<file path="config.mk">
export PLATFORM = sky130hd
export DESIGN_NAME = nabp_image_ram_writer
export DESIGN_NICKNAME = d
export VERILOG_FILES = /design/src/rtl/nabp_image_ram_writer.sv
export SDC_FILE = /design/constraint.sdc
export NUM_CORES = 1
export LEC_CHECK = 0
export CAP_MARGIN = 20
export CORE_MARGIN = 2
export CORE_UTILIZATION = 57
export CTS_BUF_LIST = sky130_fd_sc_hd__clkbuf_16
export DETAILED_ROUTE_END_ITERATION = 12
export GPL_ROUTABILITY_DRIVEN = 0
export PLACE_DENSITY = 0.86
export SLEW_MARGIN = 20
export SYNTH_ARGS = -nofsm -noshare
export SYNTH_HDL_FRONTEND = slang
export SYNTH_SLANG_ARGS = --single-unit
</file>
<file path="constraint.sdc">
create_clock -name clk -period 6.1 [get_ports clk]
set_clock_uncertainty 0.05 [all_clocks]
set_input_delay 1.83 -clock clk [delete_from_list [all_inputs] [get_ports clk]]
set_output_delay 1.83 -clock clk [all_outputs]
set_load 0.03 [all_outputs]
</file>
<file path="src/rtl/nabp_image_ram_writer.sv">
// nabp_image_ram_writer: buffers NABP image words from the PE chain / addresser and commits them to a stalling single-port image RAM.
// Latency: a word pushed at edge N is presented on mem_* from cycle N+1 at the earliest (FIFO empty).
// Backpressure: registered ir_enable drops once fewer than 2 entries would be free; mem_ready=0 holds the head word stable on mem_*.
//
// Optional feature: define NABP_IMAGE_WRITER_CHECKSUM_EN to get the XOR of all committed
// words on hs_checksum; otherwise hs_checksum is tied to 0 and no checksum register exists.
//
// Ports:
//   clk, reset_n                  - clock (rising edge), asynchronous active-low reset
//   ir_kick / ir_done             - frame start / end pulses from the producer
//   ir_addr_valid, ir_addr, ir_val - image word stream into the FIFO
//   ir_enable                     - producer may advance (one word of slack after it falls)
//   mem_wr_en, mem_addr, mem_wr_data, mem_ready - RAM write port, committed when en && ready
//   hs_done, hs_busy, hs_count, hs_error, hs_checksum - host status

module nabp_image_ram_writer_fifo #(
  parameter int WIDTH = 8,
  parameter int DEPTH = 4,
  localparam int AW = $clog2(DEPTH)
) (
  input  logic             clk,
  input  logic             reset_n,
  input  logic             push,
  input  logic             pop,
  input  logic [WIDTH-1:0] wr_dat,
  output logic [WIDTH-1:0] rd_dat,
  output logic [AW:0]      count
);
  localparam int CW = AW + 1;

  logic [WIDTH-1:0] ram [DEPTH];
  logic [AW-1:0]    wr_ptr;
  logic [AW-1:0]    rd_ptr;

  // Pointers wrap naturally because DEPTH is a power of two.
  always_ff @(posedge clk or negedge reset_n) begin
    if (!reset_n) begin
      wr_ptr <= '0;
      rd_ptr <= '0;
      count  <= '0;
    end else begin
      if (push) wr_ptr <= wr_ptr + AW'(1);
      if (pop)  rd_ptr <= rd_ptr + AW'(1);
      count <= count + CW'(push) - CW'(pop);
    end
  end

  // Storage needs no reset: the count decides what is valid.
  always_ff @(posedge clk) begin
    if (push) ram[wr_ptr] <= wr_dat;
  end

  assign rd_dat = ram[rd_ptr];
endmodule

module nabp_image_ram_writer #(
  parameter int ADDR_W     = 16,
  parameter int DATA_W     = 64,
  parameter int FIFO_DEPTH = 4
) (
  input  logic              clk,
  input  logic              reset_n,
  input  logic              ir_kick,
  input  logic              ir_done,
  input  logic              ir_addr_valid,
  input  logic [ADDR_W-1:0] ir_addr,
  input  logic [DATA_W-1:0] ir_val,
  output logic              ir_enable,
  output logic              mem_wr_en,
  output logic [ADDR_W-1:0] mem_addr,
  output logic [DATA_W-1:0] mem_wr_data,
  input  logic              mem_ready,
  output logic              hs_done,
  output logic              hs_busy,
  output logic [ADDR_W:0]   hs_count,
  output logic              hs_error,
  output logic [DATA_W-1:0] hs_checksum
);
  localparam int AW = $clog2(FIFO_DEPTH);
  localparam int CW = AW + 1;
  localparam int HW = ADDR_W + 1;
  localparam int EW = ADDR_W + DATA_W;

  typedef enum logic [1:0] {S_IDLE, S_RECV, S_DRAIN, S_DONE} state_t;

  state_t        state;
  state_t        state_nxt;
  logic [CW-1:0] fifo_cnt;
  logic [CW-1:0] fifo_cnt_nxt;
  logic [EW-1:0] head;
  logic          push_req;
  logic          push;
  logic          pop;
  logic          fifo_full;
  logic          kick_ok;
  logic          err_set;

  nabp_image_ram_writer_fifo #(
    .WIDTH (EW),
    .DEPTH (FIFO_DEPTH)
  ) u_fifo (
    .clk     (clk),
    .reset_n (reset_n),
    .push    (push),
    .pop     (pop),
    .wr_dat  ({ir_addr, ir_val}),
    .rd_dat  (head),
    .count   (fifo_cnt)
  );

  assign mem_wr_en = (fifo_cnt != '0);
  assign pop       = mem_wr_en && mem_ready;
  assign fifo_full = (fifo_cnt == CW'(FIFO_DEPTH));
  assign push_req  = (state == S_RECV) && ir_addr_valid;
  // A push into a full FIFO is still accepted when the head leaves in the same cycle.
  assign push      = push_req && (!fifo_full || pop);
  assign kick_ok   = ir_kick && (state == S_IDLE);
  assign fifo_cnt_nxt = fifo_cnt + CW'(push) - CW'(pop);

  assign err_set = (push_req && !push)
                || (ir_addr_valid && (state != S_RECV))
                || (ir_kick && (state != S_IDLE))
                || (ir_done && (state != S_RECV));

  // Head word is only meaningful while the strobe is up; keep the bus quiet otherwise.
  assign mem_addr    = mem_wr_en ? head[EW-1:DATA_W] : '0;
  assign mem_wr_data = mem_wr_en ? head[DATA_W-1:0]  : '0;

  assign hs_done = (state == S_DONE);
  assign hs_busy = (state == S_RECV) || (state == S_DRAIN);

  always_comb begin
    state_nxt = state;
    case (state)
      S_IDLE:  if (ir_kick) state_nxt = S_RECV;
      S_RECV:  if (ir_done) state_nxt = S_DRAIN;
      // Leave as soon as the last pop happens so DONE follows it directly.
      S_DRAIN: if (fifo_cnt_nxt == '0) state_nxt = S_DONE;
      S_DONE:  state_nxt = S_IDLE;
      default: state_nxt = S_IDLE;
    endcase
  end

  always_ff @(posedge clk or negedge reset_n) begin
    if (!reset_n) begin
      state     <= S_IDLE;
      ir_enable <= 1'b0;
      hs_error  <= 1'b0;
      hs_count  <= '0;
    end else begin
      state     <= state_nxt;
      // Two free entries cover the word the producer may still send after enable falls.
      ir_enable <= (state_nxt == S_RECV) && (fifo_cnt_nxt <= CW'(FIFO_DEPTH - 2));
      hs_error  <= err_set || (hs_error && !kick_ok);
      if (kick_ok)
        hs_count <= '0;
      else if (pop && (hs_count != '1))
        hs_count <= hs_count + HW'(1);
    end
  end

`ifdef NABP_IMAGE_WRITER_CHECKSUM_EN
  logic [DATA_W-1:0] checksum;

  always_ff @(posedge clk or negedge reset_n) begin
    if (!reset_n)
      checksum <= '0;
    else if (kick_ok)
      checksum <= '0;
    else if (pop)
      checksum <= checksum ^ mem_wr_data;
  end

  assign hs_checksum = checksum;
`else
  assign hs_checksum = '0;
`endif

endmodule
</file>
== Yosys cells after proc, flatten, opt, wreduce, memory -nomap -nowiden ==
Memories as Yosys holds them, arrays and structs flattened.
Index checks and enable logic that the tools add are counted.

* Bits in registers: 28
* Bits in writable memories: 320
* Input port bits: 86
* Output and inout bits: 166
* Logic and storage cells: 56
* Memories: 1

{| class="wikitable"
|+ Memory list
! memory !! depth !! bits a word !! rd ports !! clocked after memory_dff !! wr ports !! RTL line !! source
|-
| u_fifo.ram || 4 || 80 || 1 || 0 || 1 || 31 || <nowiki>logic [WIDTH-1:0] ram [DEPTH];</nowiki>
|}

* Add/sub/neg operators: 5
* $lt $le $gt $ge: 1
* Eq/ne operators: 7
* Multiplexer cells: 10
* Reductions and logical operators: 25

{| class="wikitable"
|+ Operator list
! kind !! number
|-
| $mux W64 || 1
|-
| $mux W17 || 2
|-
| $add A17 B1 Y17 const B || 1
|-
| $ne A17 B17 Y1 const B || 1
|-
| $mux W16 || 1
|-
| $logic_and A1 B1 Y1 || 11
|-
| $pmux W2 S4 || 1
|-
| $logic_or A1 B1 Y1 || 6
|-
| $mux W2 || 3
|-
| $add A2 B1 Y2 const B || 2
|-
| $eq A2 B1 Y1 const B || 2
|-
| $eq A2 B2 Y1 const B || 2
|-
| $reduce_bool A2 Y1 || 2
|-
| $add A3 B1 Y3 || 1
|-
| $eq A3 B3 Y1 const B || 1
|-
| $le A3 B2 Y1 const B || 1
|-
| $logic_not A1 Y1 || 3
|-
| $logic_not A3 Y1 || 1
|-
| $reduce_bool A3 Y1 || 1
|-
| $sub A3 B1 Y3 || 1
|-
| $logic_not A2 Y1 || 1
|-
| $mux W1 || 2
|-
| $ne A2 B1 Y1 const B || 1
|}

== Logic depth before layout (Yosys ltp) ==
* Depth after elaboration: 11
* Depth in mapped cells: 12
* Depth with buffers taken out: 11

== Hierarchy ==
A second synthesis with hierarchy kept.

* Cells, all modules: 738
* Area, all modules: 14272.4 µm²

{| class="wikitable"
|+ Modules (own cells, without submodules)
! module !! times used !! cells an instance !! area each (µm²) !! seq. area each (µm²)
|-
| nabp_image_ram_writer_fifo || 1 || 450 || 12005.3 || 9784.4
|-
| nabp_image_ram_writer || 1 || 288 || 2267.2 || 525.5
|}

== Worst setup path before layout ==
Ideal clock, no wire load.

* Path kind: input port to flip-flop
* Start: in mem_ready
* End: mem u_fifo.ram[0][0] (netlist name) (enable)
* Setup time: 0.447 ns
* Data arrival time: 4.112 ns
* Required time: 5.603 ns
* Setup slack: 1.490 ns
* Cell stages on the path: 3
* Buffers on the path: 0
* Path through: o41ai_1 nor2_1 and2_1

* Word-level cells in the longest chain between the ends: 5

{| class="wikitable"
|+ Ends and longest elaborated chain
! what !! RTL line !! source
|-
| start, declared || 72 || <nowiki>input logic mem_ready,</nowiki>
|-
| $logic_and A1 B1 Y1 || 112 || <nowiki>assign pop = mem_wr_en && mem_ready;</nowiki>
|-
| $logic_or A1 B1 Y1 || 116 || <nowiki>assign push = push_req && (!fifo_full || pop);</nowiki>
|-
| $logic_and A1 B1 Y1 || 116 ||
|-
| named net push || 92 || <nowiki>logic push;</nowiki>
|-
| $mux W1 || 50 || <nowiki>if (push) ram[wr_ptr] <= wr_dat;</nowiki>
|-
| $mux W1 (implied by the code) || 50 ||
|-
| end, declared || 31 ||
|}

The timed path passes the listed nets, and every way through them passes these cells.

== Worst setup path after layout ==
* Start: reg u_fifo.rd_ptr[0]
* End: out mem_wr_data[3]

* Word-level cells in the longest chain between the ends: 2

{| class="wikitable"
|+ Ends and longest elaborated chain
! what !! RTL line !! source
|-
| start, declared || 33 || <nowiki>logic [AW-1:0] rd_ptr;</nowiki>
|-
| start signal, assigned || 43 || <nowiki>if (pop) rd_ptr <= rd_ptr + AW'(1);</nowiki>
|-
| $mem_v2 Z4 W80 || -- ||
|-
| $mux W64 || 127 || <nowiki>assign mem_wr_data = mem_wr_en ? head[DATA_W-1:0] : '0;</nowiki>
|-
| end, declared || 71 || <nowiki>output logic [DATA_W-1:0] mem_wr_data,</nowiki>
|}

No other way between the ends.

==> metrics <==
RSZ-0062 raised after global routing=false; Setup-failing EPs final=0; R2R Setup Slk=2920 ps; Clock Tree Root=clkbuf_16; Max-Cap Viols=0; synthesized flop and latch total=~350; largest net degree at the start of global routing=just over 80; CP Launch Type=flop; number of global-route vias before repair=about 7400; die span in y=161 um; commonest non-fill, non-tap cells in the layout=320 x edfxtp_1, 187 x clkdlybuf4s50_1, 82 x and2_1; Worst R2R Path Depth=11; commonest non-fill, non-tap cell in the layout=edfxtp_1; CTS Hold Bufs=0; hold_sp=hs_error; setup TNS=0 ps; share of cells above drive strength 1=0.150; fin crit share=0.786; DRC Markers=0; TritonRoute pass-1 iters=4; vias per cell=5.51; max_slew headroom=0.342; clk_lat worst skew=500 ps; die span in x=161 um; Worst Path Arrival=2910 ps; Crit Path Class=reg -> out; PnR worst setup slack=1310 ps; Area Growth Syn to Fin=22.1%; Leak=5.87 nW; FF/Latch Area=between 10000 and 15000 um^2; Post-CTS Resized=0; worst r2r src=u_fifo.count[1]; status=completed; clock-pin slew on the worst setup and hold paths=about 60 ps; Power Total=around 8.3 mW; Placed Area=between 15000 and 20000 um^2; Final Max Slew Viols=0; post-layout util=0.709; Worst Path Required=about 4200 ps; area of the multi-input gates=3380 um^2; Worst Hold End=hs_error; Hold Fails Final Rpt=0; Layout Nets=about 1000; Hold Crit Class=reg -> reg; total track usage=0.207; pwr/cell area=~480 nW/um^2; cts bufs inserted=36; initial core utilization=0.580; DIE AREA=between 20000 and 30000 um^2; routed length per instance=around 20 um; Port Buffers=187; grt ovf=0; core area=24300 um^2; ANT nets after route=0; post-layout instance area=roughly 17000 um^2; worst slew pin tran=~1000 ps; antenna violations before repair=3; routed wire length=between 20 and 30 mm; # fillers=1445; Achievable Freq=209 MHz; Period minus WS final=roughly 4800 ps; row count=57; Post-Syn Area per Cell=19.1 um^2; hpwl dp=approximately 16 mm; Max rail drop VDD=0.000346 V; number of top-level pins=252; register area share after synthesis=0.730; setup repair bufs after CTS=0; Initial DRC Count=474; first-pass GRT wire length=41.2 mm; crit path max fanout=18; H-tree levels=2; synth warn=0; Worst Setup End Kind=primary output; routed vias=7108; Mapped Area=14100 um^2; Synth Instances=739; CTS tree=built; worst hold stages=2; CTS Buffer Depth=3; clk sinks=348; worst slack, placed=between 1500 and 2000 ps; worst reg2reg endpoint=ir_enable; Yosys cell types=39
## layer usage
metal	GRT usage	vias up	part of all wire
met1	0.287	3622	0.42
met3	0.0385	42	0.065
met5	0	-	0.00049
li1	-	3145	-
met2	0.343	297	0.50
met4	0.0593	2	0.020
## registers in the layout, summed over array words and instances, names as in the netlist
register / cells
u_fifo.wr_ptr: 2
u_fifo.count: 3
hs_count: 17
hs_error: 1
ir_enable: 1
u_fifo.rd_ptr: 2
state: 2
u_fifo.ram: 320
## cell families after synthesis
kind of cell,synth area share
fa+ha+maj,0.0121
xor+xnor,0.00682
compound gates,0.0153
buf+inv,0.0481
mux,0.128
simple gates,0.0587
other cells,0.000266
flops,0.730
## synth_stat cells, drive strengths merged
cell type    n  area share
a21o         4      0.0021
a41o         2      0.0014
nand2b       3      0.0013
mux2         1     0.00080
dfrtp       28       0.050
edfxtp     320        0.68
nand2       13      0.0035
o41ai        1     0.00062
or3          1     0.00044
o21bai       1     0.00053
fa           1      0.0014
nor3         4      0.0014
buf         76       0.039
conb         1     0.00027
nand4        2     0.00089
a21oi       11      0.0039
clkbuf      20      0.0053
and2        86       0.038
nand3        7      0.0025
xor2         1     0.00062
o21ai        4      0.0014
a211oi       2      0.0011
nor3b        2      0.0011
a31o         4      0.0025
inv         16      0.0043
nor2        17      0.0045
nor4         3      0.0035
and3         2     0.00089
ha          12       0.011
nor4b        1     0.00062
a31oi        2     0.00089
xnor2       10      0.0062
o31ai        1     0.00089
mux4        80        0.13
## where the power goes
part / switching [mW] / leakage, nW / total, mW / internal (mW)
sequential: 0.168 / 3.25 / 3.03 / 2.86
clock: 0.830 / 0.558 / 1.94 / 1.11
combinational: 1.78 / 2.06 / 3.28 / 1.50
## how the worst max path moves through the flow
stage / startpoint / endpoint / slack (ps) / cells after the start
5_1_grt: u_fifo.rd_ptr[0] / mem_wr_data[3] / 1160 / 4
3_3_place_gp: mem_ready / ir_enable / 1750 / 12
4_1_cts: u_fifo.rd_ptr[0] / mem_wr_data[4] / 1230 / 4
2_1_floorplan: mem_ready / u_fifo.ram[0][0] / 1490 / 3
6_report: u_fifo.rd_ptr[0] / mem_wr_data[3] / 1310 / 4
3_5_place_dp: mem_ready / ir_enable / 1650 / 12
## final cells by class
| type | instances | share of cell area |
|---|---|---|
| Clock inverter | 26 | 0.00885 |
| Sequential cell | 348 | 0.598 |
| Tap cell | 324 | 0.0235 |
| Multi-Input combinational cell | 342 | 0.196 |
| Inverter | 16 | 0.00348 |
| Antenna cell | 2 | 0.000290 |
| Timing Repair Buffer | 197 | 0.117 |
| Clock buffer | 36 | 0.0523 |
## critical path, stage by stage (launching register included)
cell,delay (ps)
dfrtp_4,620
buf_4,410
mux4_2,600
and2_1,190
clkdlybuf4s50_1,590
## stage by stage
stage	hold WS, ps	cells
finish	487	1291
global route	509	1289
CTS	498	1289
detailed placement	484	1227
global placement	471	1227
floorplan	462	802
Note: power is estimated with default switching activity, not from simulation.
